<file path="src/rtl/inst_fetch_unit.sv">
`default_nettype none
// inst_fetch_unit: owns the PC and sequences IDLE/FETCH/EXEC/HALT against a 1-cycle instruction ROM.
// Rev 1.0 - run, single-step and halt control for the debug view.
module inst_fetch_unit #(
  parameter int unsigned     PC_W     = 8,
  parameter logic [3:0]      HALT_OP  = 4'hF,
  parameter logic [PC_W-1:0] RESET_PC = '0
) (
  input  logic            clk,
  input  logic            rst_n,
  input  logic            run_en,
  input  logic            step,
  input  logic            jump,
  input  logic            jump_taken,
  input  logic [PC_W-1:0] jump_target,
  output logic [PC_W-1:0] imem_addr,
  input  logic [15:0]     imem_rdata,
  output logic [15:0]     inst,
  output logic            inst_valid,
  output logic [PC_W-1:0] pc,
  output logic            halted
);

  typedef enum logic [1:0] {
    S_IDLE  = 2'd0,
    S_FETCH = 2'd1,
    S_EXEC  = 2'd2,
    S_HALT  = 2'd3
  } state_t;

  state_t          state_q, state_d;
  logic [PC_W-1:0] pc_q, pc_d;
  logic [PC_W-1:0] addr_q, addr_d;
  logic [15:0]     inst_q, inst_d;

  always_ff @(posedge clk or negedge rst_n) begin
    if (!rst_n) begin
      state_q <= S_IDLE;
      pc_q    <= RESET_PC;
      addr_q  <= RESET_PC;
      inst_q  <= 16'h0000;
    end else begin
      state_q <= state_d;
      pc_q    <= pc_d;
      addr_q  <= addr_d;
      inst_q  <= inst_d;
    end
  end

  always_comb begin
    state_d = state_q;
    pc_d    = pc_q;
    addr_d  = addr_q;
    inst_d  = inst_q;
    case (state_q)
      S_IDLE: begin
        if (run_en || step) state_d = S_FETCH;
      end
      S_FETCH: begin
        inst_d  = imem_rdata;
        state_d = S_EXEC;
      end
      S_EXEC: begin
        if (inst_q[15:12] == HALT_OP) begin
          state_d = S_HALT;
        end else begin
          // Sequential increment wraps naturally at 2^PC_W.
          pc_d    = (jump && jump_taken) ? jump_target : pc_q + 1'b1;
          addr_d  = pc_d;
          state_d = run_en ? S_FETCH : S_IDLE;
        end
      end
      S_HALT: begin
        state_d = S_HALT;
      end
      default: begin
        state_d = S_IDLE;
      end
    endcase
  end

  // Decoded straight from the state flop so reset drops the commit strobe without waiting for a clock.
  assign inst_valid = (state_q == S_EXEC);
  assign halted     = (state_q == S_HALT);
  assign inst       = inst_q;
  assign pc         = pc_q;
  assign imem_addr  = addr_q;

endmodule
`default_nettype wire

</file>
<file path="config.mk">
export PLATFORM = sky130hd
export DESIGN_NAME = inst_fetch_unit
export DESIGN_NICKNAME = d
export VERILOG_FILES = /design/src/rtl/inst_fetch_unit.sv
export SDC_FILE = /design/constraint.sdc
export NUM_CORES = 1
export LEC_CHECK = 0
export ABC_AREA = 1
export CORE_ASPECT_RATIO = 1.75
export CORE_UTILIZATION = 35
export CTS_CLUSTER_DIAMETER = 30
export DETAILED_ROUTE_END_ITERATION = 10
export PLACE_DENSITY_LB_ADDON = 0.25
export SLEW_MARGIN = 5
export SYNTH_ARGS = -nofsm -noshare
export SYNTH_HDL_FRONTEND = slang
export SYNTH_SLANG_ARGS = --single-unit
</file>
<file path="constraint.sdc">
create_clock -name clk -period 1.3 [get_ports clk]
set_input_delay 0.26 -clock clk [delete_from_list [all_inputs] [get_ports clk]]
set_output_delay 0.26 -clock clk [all_outputs]
set_load 0.02 [all_outputs]
</file>
==> run_results.csv, run 1 <==
group,metric,value,unit
final_layout,layout-drive-gt1-share,0.236,
sta,rsz0062_at_grt,"yes",
final_layout,finish.net_count,245,
floorplanning,coreArea,3660,sq um
logic_synthesis,postSynthCellCount,142,
logic_synthesis,netlist_area,1340,sq um
setup_path,path_buf_inv,1,
clock_tree,clk_pin_slew_worst_paths,80,ps
logic_synthesis,muxShareOfSynthArea,0.159,
final_layout,fin_area,2080,sq um
floorplanning,dieWidth,48.8,microns
floorplanning,dieArea,4100,sq um
floorplanning,row_count,29,
sta,timing.hold.ws,347,ps
sta,min_period,1260,ps
floorplanning,die_height,84.0,microns
setup_path,rr_worst_depth,6,
final_layout,fill_cells,337,
power,power_density,2420,nW/um^2
sta,hold_violations,0,
global_routing,grt_usage,0.171,
setup_path,cpLargestDelayFamily,"flip-flops",
logic_synthesis,synth_simple_gate_area_frac,0.208,
logic_synthesis,ys_types,18,
logic_synthesis,ys_ff_latch,26,
sta,tightest_slew,226,ps
global_routing,grt.overflow.total,0,
setup_path,path_cells,"clkdlybuf4s15_1",
clock_tree,clk_latency,260,ps
final_layout,synthToLayoutAreaGrowth,54.8,%
placement,dpl_cell_area,2060,sq um
run,cap_violations,0,
setup_path,worstReg2RegStart,"imem_addr[1]$_DFFE_PN0P_",
setup_path,cp.arrival,1000,ps
routing,drt_pass1_iterations,4,
setup_path,crit_fanout,6,
routing,drcViolationCount,0,
power,p_leak,1.05,nW
setup_path,crit_type,"flop to output pin",
logic_synthesis,synth_nets,173,
clock_tree,clockBufferDepth,2,
routing,finalWirelength,3.12,mm
logic_synthesis,syn_avg_cell_area,9.46,sq um
sta,finClkSkew,4.06,ps
floorplanning,io_pins,64,
floorplanning,start_util,0.367,
sta,setup_viol,0,
logic_synthesis,ys_warn_count,0,
setup_path,cp.required,1040,ps
setup_path,r2r_slack,60,ps
power,ir_drop,1.27,mV
setup_path,slowest_delay,450,ps
setup_path,cp-end-kind,"output pin",
global_routing,grt_pass1_wl,5.53,mm
setup_path,slowest_stage,"dfrtp_2",
routing,drtIter0Drc,29,
logic_synthesis,ys_seq_area_frac,0.484,
logic_synthesis,synth_top_family_by_area,"simple AND/OR/NAND/NOR gates",
clock_tree,cts_made_buffers,3,
setup_path,start_kind,"flop",
placement,hpwl,2.41,mm
clock_tree,cts_tree,"done",
logic_synthesis,synthXorXnorAreaFrac,0,
routing,vias,1227,
sta,slew_headroom,0.850,
hold_path,min_path_type,"primary input to asynchronous set/reset pin",
final_layout,diodes,0,
routing,via_per_inst,4.76,
routing,routedWlPerCell,12.1,microns
global_routing,grt_max_degree,27,
clock_tree,cts_sinks,26,
logic_synthesis,synthAdderAreaFrac,0.00931,
placement,port_buffers,63,
setup_path,worstReg2RegEnd,"imem_addr[2]$_DFFE_PN0P_",
sta,post-route-period-util,0.972,
global_routing,antenna_found_initial,0,
run_status,status,"complete, no violations",
sta,final_max_slew_viol_count,0,
clock_tree,ctsHoldBuffers,0,
clock_tree,h-tree-depth,1,
placement,place.gp.congestion,0.794,
routing,ant_nets,0,
clock_tree,cts_root_buf,"clkbuf_8",
global_routing,grt_pass1_vias,1284,
sta,fmax,791,MHz
logic_synthesis,synth_compound_area_frac,0.0382,
==> power by group <==
part           total (W)  internal, W  leakage (nW)  switching [W]
logic            0.00309      0.00145         0.728        0.00164
clock network   0.000448     0.000207        0.0216       0.000241
registers        0.00149      0.00123         0.306       0.000266
==> sequential cells by signal, indices dropped and copies added, names as in the netlist <==
register	cells
inst	16
imem_addr	8
state_q	2
==> per-stage QoR <==
step	TNS, ps	utilization	setup slack (ps)	instances	total power (W)
2_1_floorplan	0	-	22.8	142	0.00350
3_3_place_gp	-243	0.563	-68.0	254	0.00484
3_5_place_dp	-465	0.563	-86.9	254	0.00493
4_1_cts	0	0.565	1.01	257	0.00505
5_1_grt	-27.1	0.568	-23.4	258	0.00541
6_report	0	0.568	36.2	258	0.00503
==> what timing repair did <==
action                                  4_1_cts  5_1_grt
resized for setup                            42       16
endpoints found under the setup margin       36       14
setup buffers                                 0        1
pin swaps                                     0        2
cloned                                        0        0
==> cell usage after synthesis (all sizes together) <==
cell / n / share of area
buf: 11 / 0.065
nand2: 36 / 0.11
a21oi: 1 / 0.0037
o211ai: 1 / 0.0056
nor2: 15 / 0.044
mux2: 16 / 0.16
dfrtp: 26 / 0.48
or2: 2 / 0.0093
o21ai: 7 / 0.029
nand3: 13 / 0.048
inv: 13 / 0.036
ha: 1 / 0.0093
==> per-layer routing <==
layer,vias up,track usage,wire (microns)
li1,590,-,-
met1,580,0.178,1130
met2,55,0.338,1800
met3,2,0.0219,175
met4,0,0.0535,17
met5,-,0,0
==> cell usage in the layout (no fill, tap or decap), types with 2 or more instances in the layout <==
cell type / synthesis / layout
nand2_1: 35 / 34
clkdlybuf4s50_1: 0 / 29
dlygate4sd2_1: 0 / 26
dfrtp_1: 26 / 25
buf_4: 8 / 15
nand3_1: 13 / 13
inv_1: 13 / 12
nor2_1: 14 / 12
mux2_4: 9 / 9
mux2_2: 7 / 7
o21ai_0: 6 / 6
clkbuf_8: 0 / 3
clkbuf_2: 0 / 3
clkdlybuf4s15_1: 0 / 3
nor2_2: 1 / 2
or2_2: 2 / 2
==> final cells by class <==
type                       count  area (sq um)  share of cell area
timing repair buffer          78           701               0.337
sequential                    26           652               0.313
multi-input combinational     92           581               0.279
tap                           46          57.6              0.0277
inverter                      13          48.8              0.0235
clock buffer                   3          41.3              0.0198
==> worst max path at each step <==
stage / startpoint / depth (start not counted) / end / slack, ps
after CTS: imem_addr[0]$_DFFE_PN0P_ / 1 / imem_addr[0] / 1
after global placement: state_q[0]$_DFFE_PN0P_ / 2 / inst_valid / -70
final: imem_addr[1]$_DFFE_PN0P_ / 1 / imem_addr[1] / 40
after global routing: imem_addr[1]$_DFFE_PN0P_ / 6 / imem_addr[2]$_DFFE_PN0P_ / -20
after detailed placement: state_q[1]$_DFFE_PN0P_ / 3 / inst_valid / -90
after floorplan: imem_addr[0]$_DFFE_PN0P_ / 6 / imem_addr[2]$_DFFE_PN0P_ / 20
==> cells by family after synthesis <==
kind of cell / Yosys count
muxes: 16
adders and majority gates: 1
buffers and inverters: 24
and+or+nand+nor: 66
DFF: 26
AOI/OAI and AO/OA: 9
(Power assumes the default switching activity.)
==> inputs of run 2 (changes only) <==
--- a/config.mk
+++ b/config.mk
@@ -9,6 +9,7 @@
 export CORE_ASPECT_RATIO = 1.75
 export CORE_UTILIZATION = 35
 export CTS_CLUSTER_DIAMETER = 30
+export CTS_CLUSTER_SIZE = 28
 export DETAILED_ROUTE_END_ITERATION = 10
 export PLACE_DENSITY_LB_ADDON = 0.25
 export SLEW_MARGIN = 5
==> results of run 2 <==
The final DEF is identical to that of run 1; final timing and power are the same.
